<file path="config.mk">
export PLATFORM = sky130hd
export DESIGN_NAME = uart_rx_fifo_ctrl
export DESIGN_NICKNAME = d
export VERILOG_FILES = /design/src/rtl/uart_rx_fifo_ctrl.sv
export SDC_FILE = /design/constraint.sdc
export NUM_CORES = 1
export LEC_CHECK = 0
export ABC_AREA = 0
export ABC_CLOCK_PERIOD_IN_PS = 7400
export CAP_MARGIN = 20
export CORE_AREA = 2 2 138 126
export DETAILED_ROUTE_END_ITERATION = 10
export DIE_AREA = 0 0 140 128
export MAX_ROUTING_LAYER = met4
export PLACE_DENSITY = 0.81
export SETUP_SLACK_MARGIN = 0.02
export SKIP_LAST_GASP = 1
export SYNTH_ARGS = -nofsm -noshare
export SYNTH_HDL_FRONTEND = slang
export SYNTH_SLANG_ARGS = --single-unit
</file>
<file path="constraint.sdc">
create_clock -name clk -period 7.4 [get_ports clk]
set_clock_uncertainty 0.2 [all_clocks]
set_input_delay 1.48 -clock clk [delete_from_list [all_inputs] [get_ports clk]]
set_output_delay 1.48 -clock clk [all_outputs]
set_load 0.02 [all_outputs]
</file>
<file path="src/rtl/uart_rx_fifo_ctrl.sv">
// rtl/uart_rx_fifo_ctrl.sv - UART receive buffer with per-entry error flags, overrun, trigger and timeout interrupts
module uart_rx_fifo_ctrl #(
    parameter int DEPTH    = 16,
    parameter int DW       = 8,
    parameter int TO_TICKS = 640
) (
    input  logic                       clk,
    input  logic                       rst,
    input  logic                       en,
    input  logic                       clr,
    input  logic [1:0]                 trig,
    input  logic                       baud_pulse,
    input  logic                       push,
    input  logic [DW-1:0]              din,
    input  logic                       pe_in,
    input  logic                       fe_in,
    input  logic                       bi_in,
    input  logic                       pop,
    input  logic                       lsr_rd,
    output logic [DW-1:0]              dout,
    output logic                       dout_pe,
    output logic                       dout_fe,
    output logic                       dout_bi,
    output logic [$clog2(DEPTH):0]     count,
    output logic                       empty,
    output logic                       full,
    output logic                       overrun,
    output logic                       err_in_fifo,
    output logic                       thr_irq,
    output logic                       timeout_irq
);

    localparam int PW = $clog2(DEPTH);
    localparam int CW = PW + 1;
    localparam int TW = $clog2(TO_TICKS + 1);
    localparam int EW = DW + 3;

    // Each entry is {bi, fe, pe, data}
    logic [EW-1:0]  mem [DEPTH];
    logic [EW-1:0]  head;
    logic [PW-1:0]  wr_ptr;
    logic [PW-1:0]  rd_ptr;
    logic [CW-1:0]  err_cnt;
    logic [CW-1:0]  cap;
    logic [CW-1:0]  trig_lvl;
    logic [TW-1:0]  to_cnt;
    logic           en_q;
    logic           flush;
    logic           do_push;
    logic           do_pop;
    logic           ovr_set;
    logic           push_err;
    logic           head_err;

    // Switching between FIFO and 16450 mode discards whatever was buffered
    assign flush    = clr | (en != en_q);
    assign cap      = en ? CW'(DEPTH) : CW'(1);
    assign empty    = (count == '0);
    assign full     = (count == cap);

    // A pop on a full buffer frees the slot the simultaneous push lands in
    assign do_pop   = !flush && pop && !empty;
    assign do_push  = !flush && push && (!full || do_pop);
    assign ovr_set  = !flush && push && full && !do_pop;

    assign head     = mem[rd_ptr];
    assign push_err = pe_in | fe_in | bi_in;
    assign head_err = |head[EW-1:DW];

    assign dout     = empty ? '0 : head[DW-1:0];
    assign dout_pe  = empty ? 1'b0 : head[DW];
    assign dout_fe  = empty ? 1'b0 : head[DW+1];
    assign dout_bi  = empty ? 1'b0 : head[DW+2];

    assign err_in_fifo = (err_cnt != '0);
    assign thr_irq     = (count >= trig_lvl);
    assign timeout_irq = en && !empty && (to_cnt == TW'(TO_TICKS));

    // Trigger level selection; non-FIFO mode interrupts on every character
    always_comb begin
        trig_lvl = CW'(1);
        if (en) begin
            case (trig)
                2'b00:   trig_lvl = CW'(1);
                2'b01:   trig_lvl = CW'(DEPTH / 4);
                2'b10:   trig_lvl = CW'(DEPTH / 2);
                default: trig_lvl = CW'(DEPTH - 2);
            endcase
        end
    end

    // Character storage; contents are don't-care until written
    always_ff @(posedge clk) begin
        if (do_push) begin
            mem[wr_ptr] <= {bi_in, fe_in, pe_in, din};
        end
    end

    // Pointers, occupancy, error-entry tally and sticky overrun
    always_ff @(posedge clk) begin
        if (rst) begin
            en_q    <= en;
            wr_ptr  <= '0;
            rd_ptr  <= '0;
            count   <= '0;
            err_cnt <= '0;
            overrun <= 1'b0;
        end else begin
            en_q <= en;
            if (ovr_set) begin
                overrun <= 1'b1;
            end else if (lsr_rd) begin
                overrun <= 1'b0;
            end
            if (flush) begin
                wr_ptr  <= '0;
                rd_ptr  <= '0;
                count   <= '0;
                err_cnt <= '0;
            end else begin
                if (do_push) begin
                    wr_ptr <= wr_ptr + 1'b1;
                end
                if (do_pop) begin
                    rd_ptr <= rd_ptr + 1'b1;
                end
                case ({do_push, do_pop})
                    2'b10:   count <= count + 1'b1;
                    2'b01:   count <= count - 1'b1;
                    default: count <= count;
                endcase
                case ({do_push && push_err, do_pop && head_err})
                    2'b10:   err_cnt <= err_cnt + 1'b1;
                    2'b01:   err_cnt <= err_cnt - 1'b1;
                    default: err_cnt <= err_cnt;
                endcase
            end
        end
    end

    // Idle timer: counts baud ticks since the last receive or read activity
    always_ff @(posedge clk) begin
        if (rst) begin
            to_cnt <= '0;
        end else if (push || pop || flush || empty) begin
            to_cnt <= '0;
        end else if (baud_pulse && (to_cnt != TW'(TO_TICKS))) begin
            to_cnt <= to_cnt + 1'b1;
        end
    end

endmodule

</file>
# After elaboration in Yosys (flattened, before gate mapping)
# Memory sizes are Yosys's and may differ from the RTL's. A register that Yosys moved wholly into a read port is not among the register bits.
# Index checks and enable logic that the tools add are counted.
[word_totals] mem_bits_rw=176 memories=1 regBits=30 input_bits=21 elab_cells=72
[op_classes] bitwise=3 mux=15 n_eq_ne=10 add_sub_neg=7 n_reduce_logical=28 n_lt_le_gt_ge=1
[memory_table] memory="mem" depth=16 word_bits=11 rd=1 rd_ports_with_merged_regs=1 wr=1 line="39" source="logic [EW-1:0] mem [DEPTH];"
[ops] op="$pmux W5 S2" count=2
[ops] op="$mux W4" count=3
[ops] op="$pmux W4 S3" count=1
[ops] op="$logic_and A1 B1 Y1" count=11
[ops] op="$add A10 B1 Y10 const B" count=1
[ops] op="$add A5 B1 Y5 const B" count=2
[ops] op="$eq A10 B10 Y1 const B" count=1
[ops] op="$ne A10 B10 Y1 const B" count=1
[ops] op="$sub A5 B1 Y5 const B" count=2
[ops] op="$add A4 B1 Y4 const B" count=2
[ops] op="$mux W8" count=1
[ops] op="$mux W1" count=7
[ops] op="$eq A2 B1 Y1 const B" count=3
[ops] op="$eq A2 B2 Y1 const B" count=3
[ops] op="$reduce_bool A2 Y1" count=3
[ops] op="$eq A5 B5 Y1" count=1
[ops] op="$ge A5 B5 Y1" count=1
[ops] op="$logic_not A5 Y1" count=1
[ops] op="$mux W5" count=1
[ops] op="$reduce_bool A5 Y1" count=1
[ops] op="$logic_not A1 Y1" count=4
[ops] op="$logic_or A1 B1 Y1" count=4
[ops] op="$reduce_or A2 Y1" count=2
[ops] op="$or A1 B1 Y1" count=3
[ops] op="3 further kinds" count=3

# Depth between registers and ports, before layout
# Gate-level depths: netlist (run 1).
[logic_depth] depth_word=10 mapped_depth=14 mapped_depth_nobuf=12

# Least setup slack after synthesis (run 1)
# OpenSTA, ideal clock, no wires.
[synth_timing] path_type="input port to flip-flop" start="input port en" end="register err_cnt[4]" cell_stages=13 t_arrival_ns=4.245 slack_ns=2.884 n_path_buf=1 t_required_ns=7.130 setup_ns=0.070 path_cell_list="buf_2 or3b_1 a21oi_4 a21oi_1 o31ai_1 ha_1 inv_1 fa_1 nor2b_1 o21ai_0 and3_1 or4_1 a21oi_1"
[synth_rtl] element="from (decl)" line="9" source="input logic en,"
[synth_rtl] element="$mux W5 *" line="57" source="assign cap = en ? CW'(DEPTH) : CW'(1);"
[synth_rtl] element="$eq A5 B5 Y1 *" line="59" source="assign full = (count == cap);"
[synth_rtl] element="net full" line="26" source="output logic full,"
[synth_rtl] element="$logic_not A1 Y1 *" line="63" source="assign do_push = !flush && push && (!full || do_pop);"
[synth_rtl] element="$logic_or A1 B1 Y1 *" line="63"
[synth_rtl] element="$logic_and A1 B1 Y1 *" line="63"
[synth_rtl] element="$logic_and A1 B1 Y1 *" line="132" source="case ({do_push && push_err, do_pop && head_err})"
[synth_rtl] element="$eq A2 B1 Y1 / $eq A2 B2 Y1 (equally long branches)" line="132"
[synth_rtl] element="$pmux W5 S2 / $reduce_bool A2 Y1 (equally long branches)"
[synth_rtl] element="to (signal assigned)" line="133" source="2'b10: err_cnt <= err_cnt + 1'b1;"
[synth_rtl] element="to (signal assigned)" line="134" source="2'b01: err_cnt <= err_cnt - 1'b1;"
[synth_rtl] element="to (signal assigned)" line="135" source="default: err_cnt <= err_cnt;"
[synth_rtl] element="to (decl)" line="43" source="logic [CW-1:0] err_cnt;"
# Mark *: on every way through the listed nets, which the timed path passes. The rest lies on a longest branch.
# A chain may end at the register's enable or synchronous reset.

# Worst setup path in the final report (run 1)
[layout_timing] start="input port en" end="output port thr_irq"
[layout_between] elab_chain_cells=2
[layout_rtl] element="$mux W4" line="82" source="if (en) begin"
[layout_rtl] element="$ge A5 B5 Y1" line="76" source="assign thr_irq = (count >= trig_lvl);"
[layout_rtl] element="to (decl)" line="29" source="output logic thr_irq,"
# Every way passes these cells.

==> flow_summary.yaml, run 1 <==
detailed_routing:
  drtIter0Drc: 400
  first_pass_iters: 8
  antenna_left: 0
  via_per_inst: 5.995
  post_drt_wl_per_cell_um: 22.20
  via_count: 4778
  drc: 4
  wl_mm: 17.70
floorplan:
  die_h_um: 128
  dieArea_mm2: 0.01792
  io_pins: 43
  num_rows: 45
  start_util_pct: 52.55
  core_area_mm2: 0.01661
  die_w_um: 140
clock_network:
  cts_tree: "built"
  cts_resized: 0
  clk_latency_ns: 0.50
  cts_made_buffers: 21
  clock_path_buffers: 3
  path_clk_slew_ns: 0.06
  clock_tree.root_cell: "clkbuf_16"
  postCtsHoldBufs: 0
  h-tree-depth: 1
  cts.sinks: 210
  postCtsSetupRepairBufs: 0
setup_path:
  cp-end-kind: "output port"
  cp.required_ns: 5.72
  path_max_fanout: 10
  crit_path_start_kind: "input pin"
  critPathKind: "input pin to output port"
  cp.arrival_ns: 3.68
timing:
  finalSetupTns_ns: 0
  final.min_clock_period_ns: 5.358
  fin_crit_sh_pct: 72.41
  finalHoldViolations: 0
  fmax_ghz: 0.1866
  setup_violations: 0
  relSlewSlack_pct: 34.79
  worst_pin_slew_ns: 0.9769
  rsz0062_at_grt: "no"
  drv_slew: 0
synth:
  synthDistinctLibCells: 45
  ys_async_sr_fraction_pct: 0
  netlist_instances: 509
  ys_ff_latch: 210
  synthesis.area_mm2: 0.008728
  ys.flop_type: "edfxtp_1"
  ys_warn_count: 0
  synth_nets: 550
  ys_seq_area_share_pct: 68.35
  synth_edf_count: 176
  syn_area_per_cell_um2: 17.15
finish:
  diodes: 0
  utilization_pct: 61.33
  nets: 612
  seqCellArea_mm2: 0.005968
  multi_input_area_mm2: 0.002636
  mostFrequentLayoutCells: "edfxtp_1, mux4_2, clkdlybuf4s50_1, nor2_1, dfxtp_1"
  post_route_cells_drive_above_1_share_pct: 20.14
  area_delta_synth_final_pct: 16.71
  nFillCells: 1169
  design_area_mm2: 0.01019
  final_common_cell: "edfxtp_1"
place:
  dpl.hpwl_mm: 10.60
  placed_cell_area_mm2: 0.009447
  routabilityCongestion: 0.8646
  io_buffers: 42
run_status:
  status: "finished, violations left"
  violations: "DRC"
worst_hold_path:
  hold_class: "register to register"
global_route:
  grt_max_degree: 45
  antenna_found_initial: 0
  grt_pass1_vias: 4933
  grt_usage_pct: 21.16
  grt.overflow.total: 0
  grt_pass1_wl_mm: 27.72
power:
  power_mw: 2.415
  powerDensity_mw_per_mm2: 237.1
  ir_drop_uv: 210.3
  leakage_nw: 3.253
run:
  cap_viol_max_count: 0
worst paths after layout:
| kind | startpoint | end | slack (ns) | depth (start not counted) |
|---|---|---|---|---|
| max reg2reg | register | err_cnt[4]$_SDFFE_PP0P_ | 3.14 | 10 |
| min | overrun$_SDFFE_PP0P_ | overrun$_SDFFE_PP0P_ | 0.29 | 2 |
| max | en | thr_irq | 2.04 | 9 |
| min reg2reg | overrun$_SDFFE_PP0P_ | overrun$_SDFFE_PP0P_ | 0.29 | 2 |
where the power goes:
part | switching [mW] | internal (mW) | leakage (nW)
sequential | 0.00203 | 1.28 | 1.86
clock | 0.431 | 0.632 | 0.336
combinational | 0.0390 | 0.0285 | 1.06
total | 0.472 | 1.94 | 3.25
sequential cells by signal, summed over array words and instances (netlist names), named ones only:
signal and flops:
count 5, en_q 1, err_cnt 5, mem 176, overrun 1, rd_ptr 4
to_cnt 10, wr_ptr 4
area by class of cell:
class,count,area share [%]
Clock buffer,25,5.306
Multi-Input combinational cell,263,25.88
Inverter,16,0.5895
Sequential cell,210,58.58
Tap cell,211,2.591
Timing Repair Buffer,59,5.527
Clock inverter,13,1.523
stage by stage:
step           hold WS (ns)  std cells  worst slack, ns
5_1_grt              0.3059        797            1.797
3_5_place_dp         0.2799        755            2.055
2_1_floorplan        0.2532        509            2.884
3_3_place_gp         0.2671        755            2.105
4_1_cts              0.2912        793            1.951
6_report             0.2873        797            2.042
logic make-up (layout without fill, tap and decap cells):
| kind of cell | after synthesis | after routing | synth area share, % |
|---|---|---|---|
| and+or+nand+nor | 124 | 124 | 7.153 |
| muxes | 57 | 57 | 14.15 |
| AOI/OAI and AO/OA | 41 | 41 | 3.412 |
| xor gates and xnor gates | 21 | 21 | 2.107 |
| adders and majority gates | 20 | 20 | 3.039 |
| DFF | 210 | 210 | 68.35 |
| buffers and inverters | 36 | 113 | 1.792 |
worst max-delay path: stages:
cell	delay, ns
clkdlybuf4s50_1	0.67
o21ai_0	0.17
ha_1	0.30
nand2b_1	0.14
a21oi_1	0.14
nor2b_1	0.05
o21ai_0	0.15
nand2_1	0.07
clkdlybuf4s50_1	0.53
per-layer routing:
layer	routed length, um	vias to the layer above	GRT usage (%)
met5	0	-	-
met1	7232	2458	26.42
met2	9102	172	36.51
met4	389	0	5.229
met3	970	37	3.885
li1	-	2111	-
cells in the mapped netlist, types with 2 or more instances:
cell type	instances	area, um^2
clkbuf_1	10	37.54
edfxtp_1	176	5285
buf_4	5	37.54
xor2_1	13	113.9
dfxtp_1	34	680.7
a21oi_1	15	75.07
buf_1	3	11.26
nand3b_1	2	15.01
a22oi_1	4	30.03
mux4_2	53	1194
nand3_1	6	30.03
o31ai_1	2	15.01
o21ai_0	4	20.02
fa_1	2	40.04
ha_1	18	225.2
or3b_1	2	17.52
nand2_1	17	63.81
inv_1	16	60.06
nor3b_1	2	15.01
a21o_1	5	37.54
nor2b_1	14	87.58
nand2b_1	8	50.05
xnor2_1	8	70.07
or4_1	2	15.01
and3_1	4	25.02
nand4_1	8	50.05
nor3_1	10	50.05
a31oi_1	3	18.77
or3_1	2	12.51
buf_2	2	10.01
nor2_1	43	161.4
mux2i_1	3	30.03
Power figures use the tool's default switching activity.
==> inputs of run 2 (changes only) <==
--- a/config.mk
+++ b/config.mk
@@ -6,7 +6,7 @@
 export NUM_CORES = 1
 export LEC_CHECK = 0
 export ABC_AREA = 0
-export ABC_CLOCK_PERIOD_IN_PS = 7400
+export ABC_CLOCK_PERIOD_IN_PS = 5620
 export CAP_MARGIN = 20
 export CORE_AREA = 2 2 138 126
 export DETAILED_ROUTE_END_ITERATION = 10
==> constraint.sdc (replaced) <==
create_clock -name clk -period 5.62 [get_ports clk]
set_clock_uncertainty 0.2 [all_clocks]
set_input_delay 1.124 -clock clk [delete_from_list [all_inputs] [get_ports clk]]
set_output_delay 1.124 -clock clk [all_outputs]
set_load 0.02 [all_outputs]
==> run 2 against run 1 <==
Against the previous run: the flow still finishes with violations (DRC); sequential share of layout area increased by 0.40 points; final cell count increased by 0.13%; non-clock buffer count increased by 3; count of clock-buffer cells in the layout increased by 2; largest power group unchanged; first-iteration DRC count increased by 5.5%; critical path type is now register to output port.
==> flow_summary.yaml, run 2 (synthesis gave the netlist of run 1 again) <==
timing:
  finalSetupTns_ns: 0
  relSlewSlack_pct: 31.77
  setup_violations: 0
  finalHoldViolations: 0
  final.min_clock_period_ns: 4.700
  fmax_ghz: 0.2128
  rsz0062_at_grt: "no"
  fin_crit_sh_pct: 83.63
  worst_pin_slew_ns: 1.022
  drv_slew: 0
setup_path:
  r2r-end: "err_cnt[4]$_SDFFE_PP0P_"
  path_max_fanout: 33
  crit_slowest_cell: "dfxtp_2"
  crit_path_start_kind: "register"
  rrSetupSlack_ns: 1.46
  crit_family: "buffers and inverters"
  path_cells: "buf_4 -> mux4_2 -> mux4_2 -> nor2b_1 -> clkdlybuf4s50_1"
  critPathMaxStageDelay_ns: 0.92
  critPathKind: "register to output port"
  cp.required_ns: 4.30
  cp-end-kind: "output port"
  cp.arrival_ns: 3.38
  r2r_cells: 10
  crit_top_cell: "mux4_2"
  path_buf_inv: 2
clock_network:
  cts_made_buffers: 21
  clock_path_buffers: 3
  cts_resized: 0
  cts.sinks: 210
  postCtsHoldBufs: 0
  postCtsSetupRepairBufs: 0
  clk_latency_ns: 0.49
  cts_tree: "built"
  path_clk_slew_ns: 0.06
  clock_tree.root_cell: "clkbuf_16"
  h-tree-depth: 1
finish:
  nets: 615
  top_regs: "mem (176), to_cnt (10)"
  mostFrequentLayoutCells: "edfxtp_1, mux4_2, nor2_1, clkdlybuf4s50_1, dfxtp_1"
  max_flop_register: "mem"
  design_area_mm2: 0.01012
  final_common_cell: "edfxtp_1"
  area_delta_synth_final_pct: 15.93
  largest_register_ffs: 176
  post_route_cells_drive_above_1_share_pct: 19.25
  diodes: 0
detailed_routing:
  wl_mm: 17.85
  via_count: 4766
  post_drt_wl_per_cell_um: 22.37
  antenna_left: 0
  drc: 4
  first_pass_iters: 8
  via_per_inst: 5.972
  drtIter0Drc: 422
global_route:
  antenna_found_initial: 0
  grt_pass1_wl_mm: 27.95
  grt_max_degree: 34
  grt_usage_pct: 21.38
  grt_pass1_vias: 4932
  grt.overflow.total: 0
power:
  powerDensity_mw_per_mm2: 300.0
  ir_drop_uv: 324.8
  leakage_nw: 3.218
floorplan:
  die_w_um: 140
  die_h_um: 128
  num_rows: 45
  io_pins: 43
  start_util_pct: 52.55
  core_area_mm2: 0.01661
  dieArea_mm2: 0.01792
worst_hold_path:
  min_path_cells: 2
  hp-start: "overrun$_SDFFE_PP0P_"
  hold_class: "register to register"
  holdPathEnd: "overrun$_SDFFE_PP0P_"
place:
  routabilityCongestion: 0.8772
  io_buffers: 42
  dpl.hpwl_mm: 11.00
  placed_cell_area_mm2: 0.009499
run:
  cap_viol_max_count: 0
run_status:
  violations: "DRC"
  status: "finished, violations left"
[run 2: changes by cell type in the layout (fill, tap and decap cells not counted), sizes merged]
| cell | delta |
|---|---|
| clkbuf | +2 |
| bufinv | -3 |
| clkinvlp | +1 |
| inv | +1 |
| clkinv | -3 |
| buf | +3 |
[run 2: routing by layer]
| layer | vias to the layer above | GRT usage [%] | wire length (um) |
|---|---|---|---|
| met1 | 2425 | 26.50 | 7063 |
| met4 | 0 | 5.407 | 522 |
| met3 | 41 | 4.184 | 1107 |
| met5 | - | - | 0 |
| met2 | 184 | 36.86 | 9161 |
| li1 | 2116 | - | - |
[run 2: final cells by class]
type                       instances  area, um^2
clock buffer                      27       548.0
clock inverter                     9       60.06
fill                            1191        6491
inverter                          16       60.06
multi-input combinational        263        2631
sequential                       210        5968
tap                              211       264.0
timing repair buffer              62       586.8
[run 2: report_power, final]
group          leakage (nW)  internal [mW]  switching (mW)
sequential             1.86           1.69         0.00255
combinational          1.08         0.0374          0.0516
clock                 0.284          0.694           0.561
total                  3.22           2.42           0.615
[run 2: how the worst max path moves through the flow]
stage | cells after the start | start | to
after CTS | 5 | register | dout[2]
final | 5 | register | dout[2]
after floorplan | 13 | en | err_cnt[4]$_SDFFE_PP0P_
after detailed placement | 13 | en | err_cnt[4]$_SDFFE_PP0P_
after global routing | 9 | en | thr_irq
after global placement | 13 | en | err_cnt[4]$_SDFFE_PP0P_
[run 2: stage by stage]
stage | total power, mW | worst slack (ns) | cells | utilization (%) | hold WS [ns]
6_report | 3.035 | 0.9201 | 798 | 60.92 | 0.2868
3_5_place_dp | 1.814 | 0.7617 | 761 | 57.19 | 0.2768
2_1_floorplan | 1.765 | 1.460 | 509 | - | 0.2532
4_1_cts | 3.058 | 0.8511 | 797 | 60.85 | 0.2871
3_3_place_gp | 1.809 | 0.9855 | 761 | 57.19 | 0.2694
5_1_grt | 3.126 | 0.7519 | 798 | 60.92 | 0.3082
[run 2: worst reg2reg max path: stages, from the launching register on]
cell	delay, ns
dfxtp_2	0.92
mux4_2	0.44
mux4_2	0.52
o31a_1	0.32
ha_1	0.26
ha_1	0.32
nor2b_1	0.16
o21ai_0	0.21
a21oi_1	0.12
or4_1	0.47
a21oi_1	0.17
==> inputs of run 3 (changes only) <==
--- a/config.mk
+++ b/config.mk
@@ -6,13 +6,13 @@
 export NUM_CORES = 1
 export LEC_CHECK = 0
 export ABC_AREA = 0
-export ABC_CLOCK_PERIOD_IN_PS = 5620
+export ABC_CLOCK_PERIOD_IN_PS = 3800
 export CAP_MARGIN = 20
 export CORE_AREA = 2 2 138 126
 export DETAILED_ROUTE_END_ITERATION = 10
 export DIE_AREA = 0 0 140 128
 export MAX_ROUTING_LAYER = met4
-export PLACE_DENSITY = 0.81
+export PLACE_DENSITY = 0.83
 export SETUP_SLACK_MARGIN = 0.02
 export SKIP_LAST_GASP = 1
 export SYNTH_ARGS = -nofsm -noshare
==> constraint.sdc (replaced) <==
create_clock -name clk -period 3.8 [get_ports clk]
set_clock_uncertainty 0.2 [all_clocks]
set_input_delay 0.76 -clock clk [delete_from_list [all_inputs] [get_ports clk]]
set_output_delay 0.76 -clock clk [all_outputs]
set_load 0.02 [all_outputs]
==> run 3 against run 2 <==
Against the previous run: the run still ends with DRC left; flip-flop and latch count stayed put; cell area is 4.4% higher; hold slack better by 0.0048 ns; count of clock-buffer cells in the layout is 6 lower; via count is 4.7% higher; non-clock buffer count is 42 higher; total power is 57% higher; register-to-register slack worse by 1.4 ns; clock power is 70% higher; largest cell class unchanged.
==> flow_summary.yaml, run 3 (synthesis gave the netlist of run 1 again) <==
finish:
  mostFrequentLayoutCells: "edfxtp_1, buf_4, mux4_2, nor2_1"
  stdcell_count: 842
  diodes: 0
  max_flop_register: "mem"
  top_regs: "mem (176), to_cnt (10)"
  area_delta_synth_final_pct: 21.07
  nets: 657
  post_route_cells_drive_above_1_share_pct: 26.94
  largest_register_ffs: 176
  design_area_mm2: 0.01057
  final_common_cell: "edfxtp_1"
run_status:
  violations: "DRC"
  status: "finished, violations left"
setup_path:
  critPathMaxStageDelay_ns: 0.50
  r2r-end: "err_cnt[4]$_SDFFE_PP0P_"
  crit_path_start_kind: "register"
  r2r_cells: 11
  cp.arrival_ns: 3.94
  cp-end-kind: "register"
  crit_slowest_cell: "mux4_2"
  path_max_fanout: 8
  cp-endpoint: "err_cnt[4]$_SDFFE_PP0P_"
  cp.required_ns: 4.03
  critPathKind: "register to register"
  path_cells: "buf_4 -> mux4_2 -> mux4_2 -> o31a_1 -> ha_1 -> ha_1 -> nor2b_2 -> o21ai_2 -> a21oi_2 -> or4_4 -> a21oi_2"
  rrSetupSlack_ns: 0.09
detailed_routing:
  first_pass_iters: 7
  drtIter0Drc: 515
  antenna_left: 0
  post_drt_wl_per_cell_um: 23.01
  wl_mm: 19.37
  drc: 5
  via_per_inst: 5.924
  via_count: 4988
floorplan:
  num_rows: 45
  core_area_mm2: 0.01661
  die_h_um: 128
  io_pins: 43
  start_util_pct: 52.55
  die_w_um: 140
  dieArea_mm2: 0.01792
timing:
  final.min_clock_period_ns: 3.715
  finalHoldViolations: 0
  finalSetupTns_ns: 0
  worst_pin_slew_ns: 0.5798
  fin_crit_sh_pct: 97.76
  rsz0062_at_grt: "yes"
  setup_violations: 0
  holdWs_ns: 0.2916
  fmax_ghz: 0.2692
  relSlewSlack_pct: 61.34
  drv_slew: 0
clock_network:
  cts.sinks: 210
  cts_made_buffers: 21
  clock_path_buffers: 3
  clock_tree.root_cell: "clkbuf_16"
  h-tree-depth: 1
  clk_latency_ns: 0.50
  path_clk_slew_ns: 0.06
  cts_tree: "built"
place:
  placed_cell_area_mm2: 0.009777
  dp_cells: 798
  io_buffers: 42
  routabilityCongestion: 0.9436
  dpl.hpwl_mm: 12.44
run:
  cap_viol_max_count: 0
global_route:
  grt.overflow.total: 0
  antenna_found_initial: 0
  grt_usage_pct: 22.92
  grt_pass1_wl_mm: 29.79
  grt_pass1_vias: 5289
  grt_max_degree: 29
power:
  ir_drop_uv: 543.0
  powerDensity_mw_per_mm2: 451.5
  leakage_nw: 3.559
worst_hold_path:
  hold_class: "register to register"
-- run 3: cell types whose count changed in the layout (fill, tap and decap cells not counted), moves of 3 or more --
cell             delta
buf_4              +41
bufinv_16           +4
clkbuf_1            -6
clkbuf_2            +5
clkdlybuf4s50_1    -10
clkinv_1            +4
clkinv_2            +3
dlygate4sd2_1       +3
-- run 3: critical path, delay by kind of cell (launching register included) --
kind | cells | cell delay [ns]
mux | 2 | 0.98
compound gates | 4 | 0.71
simple gates | 2 | 0.66
fa+ha+maj | 2 | 0.53
flops | 1 | 0.41
buf+inv | 1 | 0.14
-- run 3: through the flow --
stage,util [%],power (mW),setup slack (ns)
after floorplan,-,2.610,0.02805
after global placement,58.86,2.687,-0.05416
after detailed placement,58.86,2.695,-0.2910
after CTS,63.44,4.794,-0.08146
after global routing,63.62,4.889,-0.05194
final,63.62,4.772,0.08509
-- run 3: final cells by class --
class | instances | area (um^2)
Inverter | 16 | 60.06
Sequential cell | 210 | 5971
Clock inverter | 17 | 186.4
Multi-Input combinational cell | 263 | 2654
Timing Repair Buffer | 104 | 907.1
Tap cell | 211 | 264.0
Fill cell | 1114 | 6042
Clock buffer | 21 | 525.5
-- run 3: worst min-delay path by stage --
| stage | cells past startpoint | slack (ns) | endpoint | start |
|---|---|---|---|---|
| 4_1_cts | 2 | 0.29 | overrun$_SDFFE_PP0P_ | overrun$_SDFFE_PP0P_ |
| 5_1_grt | 2 | 0.32 | overrun$_SDFFE_PP0P_ | overrun$_SDFFE_PP0P_ |
| 6_report | 2 | 0.29 | overrun$_SDFFE_PP0P_ | overrun$_SDFFE_PP0P_ |
| 2_1_floorplan | 2 | 0.25 | err_cnt[4]$_SDFFE_PP0P_ | err_cnt[4]$_SDFFE_PP0P_ |
| 3_5_place_dp | 2 | 0.28 | overrun$_SDFFE_PP0P_ | overrun$_SDFFE_PP0P_ |
| 3_3_place_gp | 2 | 0.26 | overrun$_SDFFE_PP0P_ | overrun$_SDFFE_PP0P_ |
-- run 3: routing by layer --
layer  global-route usage (%)  vias up  wire, um
met2                    39.00      201      9724
met4                    5.823        0       429
li1                         -     2202         -
met3                    3.960       41      1364
met1                    29.21     2544      7855
met5                        -        -         0
-- run 3: what timing repair did --
action | CTS | global route
endpoints found under the setup margin | 10 | 9
hold buffers | 0 | 0
gates cloned | 1 | 0
pin swaps | 0 | 1
setup buffers | 2 | 3
resized for setup | 12 | 18
-- run 3: power by group --
group | switching, mW | internal, mW | total [mW]
logic | 0.0813 | 0.0617 | 0.143
registers | 0.00376 | 2.50 | 2.50
clock network | 0.845 | 1.28 | 2.13
